==> config.mk <==
export PLATFORM = sky130hd
export DESIGN_NAME = uart_alu_resp_tx
export DESIGN_NICKNAME = d
export VERILOG_FILES = /design/src/rtl/uart_alu_pkg.sv /design/src/rtl/uart_byte_tx.sv /design/src/rtl/uart_alu_resp_tx.sv
export SDC_FILE = /design/constraint.sdc
export NUM_CORES = 1
export LEC_CHECK = 0
export CORE_MARGIN = 2
export CORE_UTILIZATION = 48
export CTS_BUF_LIST = sky130_fd_sc_hd__clkbuf_8 sky130_fd_sc_hd__clkbuf_16
export CTS_CLUSTER_DIAMETER = 40
export DETAILED_ROUTE_END_ITERATION = 10
export GPL_TIMING_DRIVEN = 0
export PLACE_DENSITY = 0.74
export SYNTH_ARGS = -nofsm -noshare
export SYNTH_HDL_FRONTEND = slang
export SYNTH_SLANG_ARGS = --single-unit
==> constraint.sdc <==
create_clock -name clk_i -period 1.9 [get_ports clk_i]
set_input_delay 0.19 -clock clk_i [delete_from_list [all_inputs] [get_ports clk_i]]
set_output_delay 0.19 -clock clk_i [all_outputs]
set_load 0.005 [all_outputs]
==> src/rtl/uart_alu_pkg.sv <==
// Shared types and constants for the UART ALU response path.
// Optional feature: UART_RESP_CHECKSUM_EN appends an XOR checksum byte to the packet.
`timescale 1ns/1ps
package uart_alu_pkg;

  typedef logic [7:0] opcode_t;

  localparam opcode_t OP_ADD = 8'h10;
  localparam opcode_t OP_SUB = 8'h11;
  localparam opcode_t OP_MUL = 8'h12;
  localparam opcode_t OP_DIV = 8'h13;

  localparam int RESP_HDR_BYTES     = 4;
  localparam int RESP_PAYLOAD_BYTES = 4;
`ifdef UART_RESP_CHECKSUM_EN
  localparam int RESP_CSUM_BYTES    = 1;
`else
  localparam int RESP_CSUM_BYTES    = 0;
`endif
  localparam int RESP_PKT_BYTES     = RESP_HDR_BYTES + RESP_PAYLOAD_BYTES + RESP_CSUM_BYTES;
  localparam logic [15:0] RESP_LEN  = 16'(RESP_PKT_BYTES);

  typedef enum logic [1:0] {
    PKT_IDLE  = 2'd0,
    PKT_SEND  = 2'd1,
    PKT_DRAIN = 2'd2
  } pkt_state_e;

  typedef enum logic [1:0] {
    SER_IDLE  = 2'd0,
    SER_START = 2'd1,
    SER_DATA  = 2'd2,
    SER_STOP  = 2'd3
  } ser_state_e;

`ifdef UART_RESP_CHECKSUM_EN
  function automatic logic [7:0] resp_checksum(input logic [7:0] op, input logic [31:0] res);
    return op ^ 8'h00 ^ RESP_LEN[7:0] ^ RESP_LEN[15:8] ^
           res[7:0] ^ res[15:8] ^ res[23:16] ^ res[31:24];
  endfunction
`endif

endpackage

==> src/rtl/uart_byte_tx.sv <==
// 8N1 byte serializer; a new byte may be taken during the last stop-bit cycle so bytes run back-to-back.
`timescale 1ns/1ps
module uart_byte_tx
  import uart_alu_pkg::*;
#(
  parameter int CLKS_PER_BIT = 173
) (
  input  logic       clk_i,
  input  logic       rst_i,
  input  logic       byte_valid_i,
  input  logic [7:0] byte_i,
  output logic       byte_ready_o,
  output logic       done_o,
  output logic       tx_o
);

  localparam int CW = $clog2(CLKS_PER_BIT);
  localparam logic [CW-1:0] BAUD_LAST = CW'(CLKS_PER_BIT - 1);

  ser_state_e    state_q, state_d;
  logic [CW-1:0] baud_q, baud_d;
  logic [2:0]    bit_q, bit_d;
  logic [7:0]    shift_q, shift_d;
  logic          tx_q, tx_d;
  logic          baud_last_s;

  assign baud_last_s  = (baud_q == BAUD_LAST);
  assign done_o       = (state_q == SER_STOP) && baud_last_s;
  assign byte_ready_o = (state_q == SER_IDLE) || done_o;
  assign tx_o         = tx_q;

  // Next-state logic: bit timing, shift register and line level
  always_comb begin
    state_d = state_q;
    bit_d   = bit_q;
    shift_d = shift_q;
    tx_d    = tx_q;
    if ((state_q == SER_IDLE) || baud_last_s) begin
      baud_d = '0;
    end else begin
      baud_d = baud_q + CW'(1);
    end
    case (state_q)
      SER_IDLE: begin
        if (byte_valid_i) begin
          state_d = SER_START;
          shift_d = byte_i;
          bit_d   = 3'd0;
          tx_d    = 1'b0;
        end else begin
          tx_d    = 1'b1;
        end
      end
      SER_START: begin
        if (baud_last_s) begin
          state_d = SER_DATA;
          tx_d    = shift_q[0];
        end else begin
          state_d = SER_START;
        end
      end
      SER_DATA: begin
        if (baud_last_s && (bit_q == 3'd7)) begin
          state_d = SER_STOP;
          tx_d    = 1'b1;
        end else if (baud_last_s) begin
          bit_d   = bit_q + 3'd1;
          tx_d    = shift_q[1];
          shift_d = {1'b0, shift_q[7:1]};
        end else begin
          state_d = SER_DATA;
        end
      end
      SER_STOP: begin
        if (baud_last_s && byte_valid_i) begin
          state_d = SER_START;
          shift_d = byte_i;
          bit_d   = 3'd0;
          tx_d    = 1'b0;
        end else if (baud_last_s) begin
          state_d = SER_IDLE;
          tx_d    = 1'b1;
        end else begin
          state_d = SER_STOP;
        end
      end
      default: begin
        state_d = SER_IDLE;
        tx_d    = 1'b1;
      end
    endcase
  end

  // Serializer state registers
  always_ff @(posedge clk_i) begin
    if (rst_i) begin
      state_q <= SER_IDLE;
      baud_q  <= '0;
      bit_q   <= 3'd0;
      shift_q <= 8'h00;
      tx_q    <= 1'b1;
    end else begin
      state_q <= state_d;
      baud_q  <= baud_d;
      bit_q   <= bit_d;
      shift_q <= shift_d;
      tx_q    <= tx_d;
    end
  end

endmodule

==> src/rtl/uart_alu_resp_tx.sv <==
// Frames one ALU result into a fixed byte packet and sends it 8N1 on tx_o.
// Optional feature: UART_RESP_CHECKSUM_EN adds a trailing XOR checksum byte.
`timescale 1ns/1ps
module uart_alu_resp_tx
  import uart_alu_pkg::*;
#(
  parameter int CLK_FREQ_HZ = 20_000_000,
  parameter int BAUD_RATE   = 115_200
) (
  input  logic        clk_i,
  input  logic        rst_i,
  input  logic        valid_i,
  output logic        ready_o,
  input  logic [7:0]  opcode_i,
  input  logic [31:0] result_i,
  output logic        tx_o,
  output logic        busy_o
);

  localparam int CLKS_PER_BIT = CLK_FREQ_HZ / BAUD_RATE;
  localparam logic [3:0] LAST_IDX = 4'(RESP_PKT_BYTES - 1);

  pkt_state_e  state_q, state_d;
  logic [3:0]  idx_q, idx_d;
  logic [7:0]  opcode_q, opcode_d;
  logic [31:0] result_q, result_d;
  logic        ready_q, ready_d;
  logic        busy_q, busy_d;

  logic        accept_s;
  logic        byte_valid_s;
  logic        byte_ready_s;
  logic        byte_fire_s;
  logic        ser_done_s;
  logic [7:0]  byte_s;

  assign accept_s     = valid_i && ready_q;
  assign byte_valid_s = (state_q == PKT_SEND);
  assign byte_fire_s  = byte_valid_s && byte_ready_s;
  assign ready_o      = ready_q;
  assign busy_o       = busy_q;

  // Packet sequencing; DRAIN waits out the final byte's stop bit before re-arming
  always_comb begin
    state_d  = state_q;
    idx_d    = idx_q;
    opcode_d = opcode_q;
    result_d = result_q;
    case (state_q)
      PKT_IDLE: begin
        if (accept_s) begin
          state_d  = PKT_SEND;
          idx_d    = 4'd0;
          opcode_d = opcode_i;
          result_d = result_i;
        end else begin
          state_d  = PKT_IDLE;
        end
      end
      PKT_SEND: begin
        if (byte_fire_s && (idx_q == LAST_IDX)) begin
          state_d = PKT_DRAIN;
          idx_d   = 4'd0;
        end else if (byte_fire_s) begin
          idx_d   = idx_q + 4'd1;
        end else begin
          state_d = PKT_SEND;
        end
      end
      PKT_DRAIN: begin
        if (ser_done_s) begin
          state_d = PKT_IDLE;
        end else begin
          state_d = PKT_DRAIN;
        end
      end
      default: begin
        state_d = PKT_IDLE;
        idx_d   = 4'd0;
      end
    endcase
    ready_d = (state_d == PKT_IDLE);
    busy_d  = !ready_d;
  end

  // Byte selection for the current packet index
  always_comb begin
    byte_s = 8'h00;
    case (idx_q)
      4'd0:    byte_s = opcode_q;
      4'd1:    byte_s = 8'h00;
      4'd2:    byte_s = RESP_LEN[7:0];
      4'd3:    byte_s = RESP_LEN[15:8];
      4'd4:    byte_s = result_q[7:0];
      4'd5:    byte_s = result_q[15:8];
      4'd6:    byte_s = result_q[23:16];
      4'd7:    byte_s = result_q[31:24];
`ifdef UART_RESP_CHECKSUM_EN
      4'd8:    byte_s = resp_checksum(opcode_q, result_q);
`endif
      default: byte_s = 8'h00;
    endcase
  end

  // Packet registers and handshake outputs
  always_ff @(posedge clk_i) begin
    if (rst_i) begin
      state_q  <= PKT_IDLE;
      idx_q    <= 4'd0;
      opcode_q <= 8'h00;
      result_q <= 32'h0000_0000;
      ready_q  <= 1'b1;
      busy_q   <= 1'b0;
    end else begin
      state_q  <= state_d;
      idx_q    <= idx_d;
      opcode_q <= opcode_d;
      result_q <= result_d;
      ready_q  <= ready_d;
      busy_q   <= busy_d;
    end
  end

  uart_byte_tx #(
    .CLKS_PER_BIT(CLKS_PER_BIT)
  ) u_byte_tx (
    .clk_i        (clk_i),
    .rst_i        (rst_i),
    .byte_valid_i (byte_valid_s),
    .byte_i       (byte_s),
    .byte_ready_o (byte_ready_s),
    .done_o       (ser_done_s),
    .tx_o         (tx_o)
  );

endmodule
==> flow_summary.json <==
{
  "status": "finished clean",
  "crit_path_start": "u_byte_tx.baud_q[0]",
  "clkTransAtPathRegs_ps": 80,
  "detail-route-antenna-nets": 0,
  "dpl-instance-area_sq_mm": 0.00364,
  "startpoint_type": "flop",
  "via_per_inst": 5.47,
  "final_cells": 518,
  "routed_wl_um": 7110,
  "initial_utilization_pct": 49.1,
  "ys.flop_type": "dfxtp_1",
  "cts_htree_levels": 3,
  "detailed_place_hpwl_um": 5160,
  "postCtsSetupBuffers": 0,
  "whs_path_depth": 3,
  "cts_root_buf": "clkbuf_8",
  "final-setup-viol-count": 0,
  "p_leak_nw": 1.38,
  "die_area_sq_mm": 0.00712,
  "min_from": "rst_i",
  "swShare_pct": 28.0,
  "grt.overflow.total": 0,
  "dr.pass1.iters": 4,
  "fin_area_sq_mm": 0.00383,
  "final_cell_mix": "nand2_1, dfxtp_1, a21oi_1",
  "slew_violations": 0,
  "grt_max_degree": 14,
  "core.rowCount": 29,
  "portBuffers": 44,
  "skew_ps": 11.2,
  "drc": 0,
  "finalNetCount": 487,
  "post-route-min-period_ps": 1800,
  "tritoncts": "done",
  "r2r_cells": 7,
  "maxCapViolations": 0,
  "r2r_start": "u_byte_tx.baud_q[0]",
  "hold-worst-slack_ps": 363,
  "synth-seq-cells": 70,
  "clockBufferDepth": 2,
  "synth.distinct_cells": 45,
  "hold_viol": 0,
  "wire_per_inst_um": 13.7,
  "clkPwrFrac_pct": 33.5,
  "grt_pass1_vias": 2621,
  "synthesis.area_sq_mm": 0.00310,
  "peakVddDrop_uv": 606,
  "regToRegEndpoint": "idx_q[3]",
  "hold_class": "in2reg",
  "fin_crit_sh_pct": 94.7,
  "synth_edf_count": 0,
  "r2r_slack_ps": 100,
  "via_count": 2834,
  "coreArea_sq_mm": 0.00631,
  "grt_pass1_wl_um": 11900,
  "die_w_um": 84.4,
  "power_frac_comb_pct": 15.1,
  "critPathKind": "reg2reg",
  "maxSlewHeadroom_pct": 58.6,
  "antenna_found_initial": 0,
  "drtIter0Drc": 266,
  "power.switching_mw": 0.879,
  "path_max_fanout": 5,
  "seqPwrFrac_pct": 51.4,
  "drive_gt1_share_pct": 9.30,
  "antenna_cells": 0,
  "yosysSeqAreaShare_pct": 45.2,
  "yosysWarnings": 0,
  "min_to": "state_q[0]",
  "dpl.cell_count": 506,
  "cts_buffers": 9,
  "synthArstFlopShare_pct": 0,
  "critPathArrivalTime_ps": 2020,
  "grt_usage_pct": 20.8,
  "clock_latency_ps": 350,
  "layout_commonest_cell": "nand2_1",
  "syn_nets": 436,
  "cp-end-kind": "flop",
  "clock_sinks": 70,
  "p_int_mw": 2.25,
  "area_growth_pct": 23.7,
  "critPathRequiredTime_ps": 2120,
  "syn_avg_cell_area_sq_um": 8.05,
  "p_per_area_mw_per_mm2": 817,
  "gp_congestion": 0.831,
  "fmax_ghz": 0.556,
  "fp.dieH_um": 84.4,
  "tightest_slew_ps": 618,
  "synthCells": 385,
  "ios": 46,
  "tns_ps": 0
}
## synthesized netlist by cell type (2+ instances only)
| cell | count | area share [%] |
|---|---|---|
| nand3_1 | 7 | 1.1 |
| buf_2 | 7 | 1.1 |
| dfxtp_1 | 70 | 45 |
| a21oi_1 | 54 | 8.7 |
| nor3_1 | 8 | 1.3 |
| nor2b_1 | 2 | 0.40 |
| clkbuf_1 | 20 | 2.4 |
| a22o_1 | 12 | 3.4 |
| inv_1 | 6 | 0.73 |
| nand2b_1 | 2 | 0.40 |
| nor2_1 | 28 | 3.4 |
| a211oi_1 | 7 | 1.7 |
| o21ai_0 | 13 | 2.1 |
| a221oi_1 | 2 | 0.57 |
| xor2_1 | 6 | 1.7 |
| a22oi_1 | 3 | 0.73 |
| mux2i_1 | 2 | 0.65 |
| nand2_1 | 90 | 11 |
| or3_1 | 3 | 0.61 |
| buf_4 | 2 | 0.48 |
| ha_1 | 8 | 3.2 |
| nand3b_1 | 8 | 1.9 |
| nand4_1 | 2 | 0.40 |
| a222oi_1 | 2 | 0.65 |
## cell families after synthesis
| group | share of synthesized area [%] |
|---|---|
| fa+ha+maj | 3.23 |
| mux | 0.646 |
| xor+xnor | 1.98 |
| simple gates | 23.0 |
| compound gates | 20.8 |
| buf+inv | 5.12 |
| flops | 45.2 |
## per-layer routing
metal	wire length [um]	GRT usage (%)	part of all wire (%)	vias to the layer above
met1	3270	27.7	46	1326
met4	72	8.51	1.0	0
met5	0	0	0	-
met3	432	5.31	6.1	8
met2	3340	32.2	47	68
li1	-	-	-	1432
## critical path: stages (launching register included)
cell	delay, ps
dfxtp_1	350
inv_1	70
ha_1	210
nand4bb_4	160
o31ai_2	410
o22ai_1	180
a22oi_1	230
a21oi_1	80
## power groups by stage
stage | Clock (mW) | Combinational, mW | Sequential [mW]
final | 1.05 | 0.475 | 1.61
after global routing | 1.13 | 0.531 | 1.62
after CTS | 1.07 | 0.468 | 1.61
after detailed placement | 0 | 0.462 | 1.64
after global placement | 0 | 0.455 | 1.64
after floorplan | 0 | 0.288 | 1.63
## stage by stage
stage	setup WS, ps	utilization [%]	power (mW)
3_3_place_gp	-161	57.6	2.09
6_report	101	60.7	3.13
4_1_cts	22.0	60.5	3.15
5_1_grt	-20.1	60.7	3.28
2_1_floorplan	123	-	1.92
3_5_place_dp	-194	57.6	2.10
## layout make-up
class                           count  area (sq um)
Multi-Input combinational cell    279          1570
Inverter                            6          22.5
Clock inverter                      7          50.0
Buffer                             26           126
Fill cell                         592          2480
Sequential cell                    70          1400
Timing Repair Buffer               44           440
Clock buffer                        9           124
Tap cell                           77          96.3
## worst max path at each step
stage,endpoint,slack (ps)
after detailed placement,u_byte_tx.shift_q[3],-190
final,idx_q[3],100
after global routing,idx_q[3],-20
after global placement,u_byte_tx.shift_q[3],-160
after CTS,u_byte_tx.shift_q[5],20
after floorplan,u_byte_tx.shift_q[3],120
## repair_timing
| action | in CTS | in global routing |
|---|---|---|
| setup endpoints to repair | 6 | 8 |
| hold buffers | 0 | 0 |
| gates resized for setup | 7 | 12 |
## sequential cells by signal, summed over array words and instances (netlist names)
| signal | flops |
|---|---|
| busy_o | 1 |
| idx_q | 4 |
| u_byte_tx.tx_o | 1 |
| u_byte_tx.shift_q | 8 |
| state_q | 2 |
| u_byte_tx.bit_q | 3 |
| u_byte_tx.baud_q | 8 |
| ready_o | 1 |
| result_q | 32 |
| u_byte_tx.state_q | 2 |
| opcode_q | 8 |
(Power assumes the default switching activity.)
